**src/rtl/ladybird_inst_prefetch_pkg.sv**
```systemverilog
// Shared configuration for the ladybird instruction prefetcher:
// word width, default buffer depth, instruction word type and alignment.
package ladybird_inst_prefetch_pkg;
    localparam int XLEN           = 32;
    localparam int PREFETCH_DEPTH = 4;
    localparam logic [1:0] INST_ALIGN = 2'b00;

    typedef logic [XLEN-1:0] inst_t;

    // Sequential word address; wraps modulo 2^XLEN.
    function automatic inst_t next_word(input inst_t a);
        return a + inst_t'(4);
    endfunction
endpackage

```
**src/rtl/ladybird_inst_prefetch_if.sv**
```systemverilog
// Request/grant/response port shared by the core side and the memory side.
// master drives req/addr, slave returns gnt/data_gnt/data.
interface ladybird_inst_prefetch_if;
    import ladybird_inst_prefetch_pkg::*;
    logic  req;
    inst_t addr;
    logic  gnt;
    logic  data_gnt;
    inst_t data;

    modport master (output req, addr, input gnt, data_gnt, data);
    modport slave  (input req, addr, output gnt, data_gnt, data);
endinterface

```
**src/rtl/ladybird_inst_prefetch_fifo.sv**
```systemverilog
// DEPTH x XLEN synchronous FIFO holding prefetched words in address order.
// Clear wins over push/pop; push and pop together leave the count unchanged.
module ladybird_prefetch_fifo
    import ladybird_inst_prefetch_pkg::*;
#(
    parameter int DEPTH = PREFETCH_DEPTH,
    localparam int AW = $clog2(DEPTH),
    localparam int CW = $clog2(DEPTH + 1)
) (
    input  logic          clk,
    input  logic          anrst,
    input  logic          i_push,
    input  logic          i_pop,
    input  logic          i_clear,
    input  inst_t         i_wdata,
    output inst_t         o_rdata,
    output logic [CW-1:0] o_count
);
    logic [AW-1:0] r_rd, r_wr;
    logic [CW-1:0] r_cnt;
    inst_t         r_mem [DEPTH];

    // Storage needs no reset: entries are only read while counted valid.
    always_ff @(posedge clk)
        if (i_push && !i_clear) r_mem[r_wr] <= i_wdata;

    // Pointers and occupancy.
    always_ff @(posedge clk or negedge anrst)
        if (!anrst) begin
            r_rd  <= '0;
            r_wr  <= '0;
            r_cnt <= '0;
        end else if (i_clear) begin
            r_rd  <= '0;
            r_wr  <= '0;
            r_cnt <= '0;
        end else begin
            if (i_push) r_wr <= r_wr + 1'b1;
            if (i_pop)  r_rd <= r_rd + 1'b1;
            r_cnt <= r_cnt + CW'(i_push) - CW'(i_pop);
        end

    assign o_rdata = r_mem[r_rd];
    assign o_count = r_cnt;
endmodule

```
**src/rtl/ladybird_inst_prefetch.sv**
```systemverilog
// Instruction prefetch buffer: streams sequential words ahead of the core PC,
// serves in-order hits with a 1-cycle gnt->data_gnt turnaround and restarts
// streaming on a redirect or flush, discarding buffered and in-flight words.
// Optional: define LADYBIRD_PREFETCH_STATS_EN to add o_hit_cnt/o_miss_cnt.
module ladybird_inst_prefetch
    import ladybird_inst_prefetch_pkg::*;
#(
    parameter int    DEPTH      = PREFETCH_DEPTH,
    parameter inst_t RESET_ADDR = '0
) (
    input  logic clk,
    input  logic anrst,
    input  logic nrst,
    input  logic i_flush,
    ladybird_inst_prefetch_if.slave  core,
    ladybird_inst_prefetch_if.master mem
`ifdef LADYBIRD_PREFETCH_STATS_EN
    ,
    output logic [31:0] o_hit_cnt,
    output logic [31:0] o_miss_cnt
`endif
);
    localparam int CW = $clog2(DEPTH + 1);
    localparam int SW = CW + 1;   // headroom for count+inflight+1

    logic [CW-1:0] w_count, r_inflight, r_drop, w_inflight_nxt;
    inst_t         r_head, r_fetch, r_maddr, r_data, w_rdata, w_target, w_fetch_nxt;
    logic          r_mreq, r_stale, r_dgnt;
    logic          w_hit, w_gnt, w_redir, w_restart, w_acc, w_resp, w_dropping, w_push, w_issue;
    logic [SW-1:0] w_live, w_total;

    // Core side: a hit pops the head; any other address restarts the stream.
    assign w_hit     = core.req && (w_count != '0) && (core.addr == r_head);
    assign w_gnt     = nrst && w_hit && !r_dgnt && !i_flush;
    assign w_redir   = nrst && core.req && (core.addr != r_head);
    assign w_restart = w_redir || (nrst && i_flush);
    assign w_target  = w_redir ? {core.addr[XLEN-1:2], INST_ALIGN} : r_head;

    // Bus side: responses owed to stale requests are swallowed via r_drop.
    assign w_acc          = r_mreq && mem.gnt;
    assign w_resp         = mem.data_gnt;
    assign w_dropping     = w_resp && (r_drop != '0);
    assign w_push         = w_resp && (r_drop == '0) && !w_restart;
    assign w_inflight_nxt = r_inflight + CW'(w_acc) - CW'(w_resp);
    assign w_fetch_nxt    = w_restart ? w_target : (w_acc ? next_word(r_fetch) : r_fetch);

    // Reserve a buffer slot for every live request so a push never overflows,
    // and never exceed DEPTH outstanding bus requests in total.
    assign w_live  = SW'(w_count) + SW'(r_inflight) - SW'(r_drop) + SW'(w_acc && !r_stale);
    assign w_total = SW'(r_inflight) + SW'(w_acc);
    assign w_issue = !w_restart && (w_live < SW'(DEPTH)) && (w_total < SW'(DEPTH));

    ladybird_prefetch_fifo #(.DEPTH(DEPTH)) u_fifo (
        .clk     (clk),
        .anrst   (anrst),
        .i_push  (w_push),
        .i_pop   (w_gnt),
        .i_clear (w_restart || !nrst),
        .i_wdata (mem.data),
        .o_rdata (w_rdata),
        .o_count (w_count)
    );

    // Stream pointers, outstanding/drop accounting and the bus request register.
    always_ff @(posedge clk or negedge anrst)
        if (!anrst) begin
            r_inflight <= '0;
            r_drop     <= '0;
            r_head     <= RESET_ADDR;
            r_fetch    <= RESET_ADDR;
            r_mreq     <= 1'b0;
            r_stale    <= 1'b0;
            r_maddr    <= RESET_ADDR;
        end else if (!nrst) begin
            r_inflight <= '0;
            r_drop     <= '0;
            r_head     <= RESET_ADDR;
            r_fetch    <= RESET_ADDR;
            r_mreq     <= 1'b0;
            r_stale    <= 1'b0;
            r_maddr    <= RESET_ADDR;
        end else begin
            r_inflight <= w_inflight_nxt;
            r_drop     <= w_restart ? w_inflight_nxt
                                    : r_drop - CW'(w_dropping) + CW'(w_acc && r_stale);
            r_head     <= w_restart ? w_target : (w_gnt ? next_word(r_head) : r_head);
            r_fetch    <= w_fetch_nxt;
            if (w_acc || !r_mreq) begin
                r_mreq  <= w_issue;
                r_stale <= 1'b0;
                if (w_issue) r_maddr <= w_fetch_nxt;
            end else if (w_restart) begin
                // pending request is held unchanged; its word gets dropped
                r_stale <= 1'b1;
            end
        end

    // Registered core response: one-cycle data_gnt pulse with the popped word.
    always_ff @(posedge clk or negedge anrst)
        if (!anrst) begin
            r_dgnt <= 1'b0;
            r_data <= '0;
        end else if (!nrst) begin
            r_dgnt <= 1'b0;
            r_data <= '0;
        end else begin
            r_dgnt <= w_gnt;
            if (w_gnt) r_data <= w_rdata;
        end

    assign core.gnt      = w_gnt;
    assign core.data_gnt = r_dgnt;
    assign core.data     = r_data;
    assign mem.req       = r_mreq;
    assign mem.addr      = r_maddr;

`ifdef LADYBIRD_PREFETCH_STATS_EN
    logic [31:0] r_hit_cnt, r_miss_cnt;

    // Hit/miss event counters, wrapping.
    always_ff @(posedge clk or negedge anrst)
        if (!anrst) begin
            r_hit_cnt  <= '0;
            r_miss_cnt <= '0;
        end else if (!nrst) begin
            r_hit_cnt  <= '0;
            r_miss_cnt <= '0;
        end else begin
            r_hit_cnt  <= r_hit_cnt + 32'(w_gnt);
            r_miss_cnt <= r_miss_cnt + 32'(w_redir);
        end

    assign o_hit_cnt  = r_hit_cnt;
    assign o_miss_cnt = r_miss_cnt;
`endif
endmodule
```
**src/flat_wrapper.sv**
```systemverilog
// flat-port wrapper written by rule: the top's interface ports become plain ports
module ladybird_inst_prefetch_flat import ladybird_inst_prefetch_pkg::*;
#(
    parameter int    DEPTH      = PREFETCH_DEPTH,
    parameter inst_t RESET_ADDR = '0
)
  (clk, anrst, nrst, i_flush, core_req, core_addr, core_gnt, core_data_gnt, core_data, mem_req, mem_addr, mem_gnt, mem_data_gnt, mem_data);
  ladybird_inst_prefetch_if core_i ();
  ladybird_inst_prefetch_if mem_i ();
  input  logic clk;
  input  logic anrst;
  input  logic nrst;
  input  logic i_flush;
  input wire logic [$bits(core_i.req)-1:0] core_req;
  input wire logic [$bits(core_i.addr)-1:0] core_addr;
  output wire logic [$bits(core_i.gnt)-1:0] core_gnt;
  output wire logic [$bits(core_i.data_gnt)-1:0] core_data_gnt;
  output wire logic [$bits(core_i.data)-1:0] core_data;
  output wire logic [$bits(mem_i.req)-1:0] mem_req;
  output wire logic [$bits(mem_i.addr)-1:0] mem_addr;
  input wire logic [$bits(mem_i.gnt)-1:0] mem_gnt;
  input wire logic [$bits(mem_i.data_gnt)-1:0] mem_data_gnt;
  input wire logic [$bits(mem_i.data)-1:0] mem_data;
  assign core_i.req = core_req;
  assign core_i.addr = core_addr;
  assign core_gnt = core_i.gnt;
  assign core_data_gnt = core_i.data_gnt;
  assign core_data = core_i.data;
  assign mem_req = mem_i.req;
  assign mem_addr = mem_i.addr;
  assign mem_i.gnt = mem_gnt;
  assign mem_i.data_gnt = mem_data_gnt;
  assign mem_i.data = mem_data;
  ladybird_inst_prefetch #(.DEPTH(DEPTH), .RESET_ADDR(RESET_ADDR)) u_core (.clk(clk), .anrst(anrst), .nrst(nrst), .i_flush(i_flush), .core(core_i), .mem(mem_i));
endmodule
```
**config.mk**
```make
export PLATFORM = sky130hd
export DESIGN_NAME = ladybird_inst_prefetch_flat
export DESIGN_NICKNAME = d
export VERILOG_FILES = /design/src/rtl/ladybird_inst_prefetch_pkg.sv /design/src/rtl/ladybird_inst_prefetch_if.sv /design/src/rtl/ladybird_inst_prefetch_fifo.sv /design/src/rtl/ladybird_inst_prefetch.sv /design/src/flat_wrapper.sv
export SDC_FILE = /design/constraint.sdc
export NUM_CORES = 1
export LEC_CHECK = 0
export CAP_MARGIN = 0
export CORE_UTILIZATION = 52
export CTS_CLUSTER_SIZE = 16
export DETAILED_ROUTE_END_ITERATION = 12
export HOLD_SLACK_MARGIN = 0.1
export PLACE_DENSITY = 0.77
export SKIP_CTS_REPAIR_TIMING = 1
export SYNTH_ARGS = -nofsm -noshare
export SYNTH_HDL_FRONTEND = slang
export SYNTH_HIERARCHICAL = 1
export SYNTH_SLANG_ARGS = --single-unit
export TNS_END_PERCENT = 20
```
**constraint.sdc**
```tcl
create_clock -name clk -period 3.7 [get_ports clk]
set_input_delay 0.925 -clock clk [delete_from_list [all_inputs] [get_ports clk]]
set_output_delay 0.925 -clock clk [all_outputs]
set_load 0.01 [all_outputs]
```
==> results.md, run 1 <==
* Status: completed
* Clock Sinks at between 200 and 300
* Cell taking the most area after synthesis: edfxtp_1
* Async S/R FF share, synth at 52.9%
* CP Cell Sequence: clkdlybuf4s50_1 > xor2_1 > nor4_2 > nand4_1 > or3_4 > inv_2 > buf_6
* Met2 Resource Use GR at between 40% and 50%
* Drt pass-1 iters at 7
* Final #Nets at ~1,400
* Final setup vio count at 0
* HPWL after DPL at about 23,000 µm
* Initial DRC Count at about 850
* Synth top cells by count: nand2_1, dfrtp_1, edfxtp_1
* Crit path launch type: input port
* WL final at 34,200 µm
* Fill cell count at approximately 1,800
* Via density per instance at 5.91
* Grt ovf at 0
* Htree depth at 1
* CTS tree: built
* Crit path DAT at approximately 2.7 ns
* Total track usage at 26.9%
* Max stage delay on crit path at 0.45 ns
* Initial antenna violation count at 0
* Pin count of the biggest net entering global routing at 80
* GP Congestion at just over 0.9
* Sequential area share after synthesis at between 50% and 60%
* CP Capture Type: primary output
* Final period util at between 90 and 100%
* Final setup margin at ~0.08 ns
* Reg-to-Reg Start: u_core/r_head[13]
* Fin crit period at 3.62 ns
* Hold Crit Class: input port to async pin
* Yosys warning count at 6
* Met3 Use GR at approximately 4%
* Setup crit start: core_addr[2]
* Cell area after synthesis at 13,100 µm²
* P per Cell Area at just over 500 nW/µm²
* Routed wire length per instance at between 20 and 25 µm
* Die ar. at around 26,000 µm²
* Share of the synthesized area in the top cell type at about 29%
* Synth Flop Type: dfrtp_1
* Die width at around 160 µm
* Worst vdd ir at about 0.00044 V
* Critical path's slowest cell: clkdlybuf4s50_1
* Most common cell in the netlist: nand2_1
* Routed Antenna Nets at 0
* Max FO, Critical Path at 2
* Drt drc at 0
* Row cnt at 57
* Clock Tree Root: clkbuf_16
* Syn_nets at roughly 1,200
* Port bufs at 137
* First-pass GRT wire length at about 54,000 µm
* Syn Area/Cell at around 12 µm²
* R2r setup slk at 0.61 ns
* Clock Skews at ~0.027 ns
* FF-to-FF End: u_core/r_head[31]
* CTS buffer count at 28
* Worst-Skew Late Latency at roughly 0.57 ns
* Post-synth EDFFs at about 130
* Leak at between 0.006 and 0.007 µW
* Clk buf depth at 3
* Worst setup path end: core_gnt
* Hold_ws at 0.411 ns
* Detailed-route via count at between 9,000 and 10,000
* Slew @ Worst Pin at just over 0.8 ns
* Crit path kind: input port to primary output
* Clock slew seen by the registers of the worst setup and hold paths at 0.06 ns
* GRT busiest layer: met2
* Pwr Total at ~8500 µW
* Initial Utilization at 53.6%
* Max Fclk at about 280 MHz
* Met1 usage at 35.4%
* Ports at about 140
* Fin. max-slew vios at 0
* Req. time, crit path at roughly 2.8 ns
* Reg2reg path depth at 11
* # diodes at 0
* Post-Synthesis Cells at ~1,100
* CORE AREA at between 20,000 and 25,000 µm²
* Fraction of layout cells with a size suffix above 1 at between 15 and 20%
* Vias in the first global route at slightly below 10,000
* Multi-input logic area at roughly 5200 µm²
* Cell variety after synth at between 60 and 70
* Hold Fails Final Rpt at 0
* Register bit total from synthesis at 272
* Place WS at -0.610 ns
* Die span in y at approximately 160 µm
* RSZ-0062 raised after global routing: no
* Max-slew headroom at between 40% and 50%
* Synthesis-to-layout area growth at 24.8%
* Max Cap Violations at 0
* Largest cells by area after synthesis: edfxtp_1, dfrtp_1, nand2_1
* Register area at roughly 7400 µm²
-- placed cells by master, fill, tap and decap left out, types with 27 or more instances in the layout --
| cell | n |
|---|---|
| xor2_1 | 46 |
| edfxtp_1 | 128 |
| mux2_2 | 27 |
| clkbuf_16 | 28 |
| mux4_2 | 27 |
| clkdlybuf4s50_1 | 128 |
| o21ai_0 | 28 |
| buf_4 | 82 |
| nand2_1 | 165 |
| a21oi_1 | 31 |
| dfrtp_1 | 142 |
| nor2_1 | 57 |
| inv_1 | 28 |
| nand3_1 | 53 |
-- cell families after synthesis --
kind of cell	after synthesis	synth area share, %
compound gates	155	8.13
flops	272	56.7
buf+inv	101	4.12
xor+xnor	69	4.70
fa+ha+maj	22	2.38
mux	80	9.54
simple gates	399	14.4
-- metrics by stage --
step | instances | utilization, % | area [µm²] | TNS, ns
floorplan | 1098 | - | 13100 | -24.68
global placement | 1578 | 62.3 | 15300 | -56.18
finish | 1631 | 66.8 | 16400 | 0
detailed placement | 1578 | 62.3 | 15300 | -55.24
global route | 1631 | 66.8 | 16400 | 0
CTS | 1630 | 66.7 | 16400 | -0.631
-- metal layers --
layer / up-vias / share of wire (%)
met5: - / 0
met4: 0 / 5.3
met3: 95 / 7.2
met2: 453 / 48
met1: 4739 / 40
li1: 4352 / -
-- registers in the layout (all words and copies together), names as in the netlist --
name                   cells
u_core/mem.req             1
u_core/r_drop              3
u_core/r_inflight          3
u_core/r_head             32
u_core/u_fifo/r_mem      128
u_core/u_fifo/r_wr         2
u_core/mem.addr           32
u_core/r_fetch            32
u_core/u_fifo/r_rd         2
u_core/r_stale             1
u_core/u_fifo/o_count      3
u_core/core.data_gnt       1
u_core/core.data          32
-- cell type report --
type                            instances  share of cell area (%)
Clock buffer                           34                    4.78
Clock inverter                         18                    1.86
Inverter                               31                   0.710
Multi-Input combinational cell        725                    31.6
Sequential cell                       272                    45.4
Tap cell                              324                    2.47
Timing Repair Buffer                  227                    13.1
-- critical path, delay by kind of cell --
kind	cells	cell delay [ns]
buf+inv	3	0.64
xor+xnor	1	0.22
simple gates	3	0.91
-- worst min path at each step --
stage | to | slack [ns] | depth (start not counted)
finish | u_core/mem.addr[31] | 0.41 | 1
floorplan | u_core/r_fetch[0] | 0.49 | 2
global placement | u_core/mem.addr[26] | 0.47 | 2
global route | u_core/u_fifo/r_wr[1] | 0.48 | 1
CTS | u_core/u_fifo/o_count[1] | 0.44 | 1
detailed placement | u_core/mem.addr[20] | 0.47 | 2
-- power breakdown --
part	internal, µW	switching [µW]	total, µW	leakage, µW
clock network	2010	1220	3220	0.000530
registers	3400	192	3590	0.00308
logic	822	821	1640	0.00313
total	6230	2230	8450	0.00674
(Power assumes the default switching activity.)
==> run 2, diff against run 1 <==
--- a/config.mk
+++ b/config.mk
@@ -12,6 +12,7 @@
 export HOLD_SLACK_MARGIN = 0.1
 export PLACE_DENSITY = 0.77
 export SKIP_CTS_REPAIR_TIMING = 1
+export SLEW_MARGIN = 10
 export SYNTH_ARGS = -nofsm -noshare
 export SYNTH_HDL_FRONTEND = slang
 export SYNTH_HIERARCHICAL = 1
==> results of run 2 <==
Final layout, timing and power as in run 1 (identical DEF).
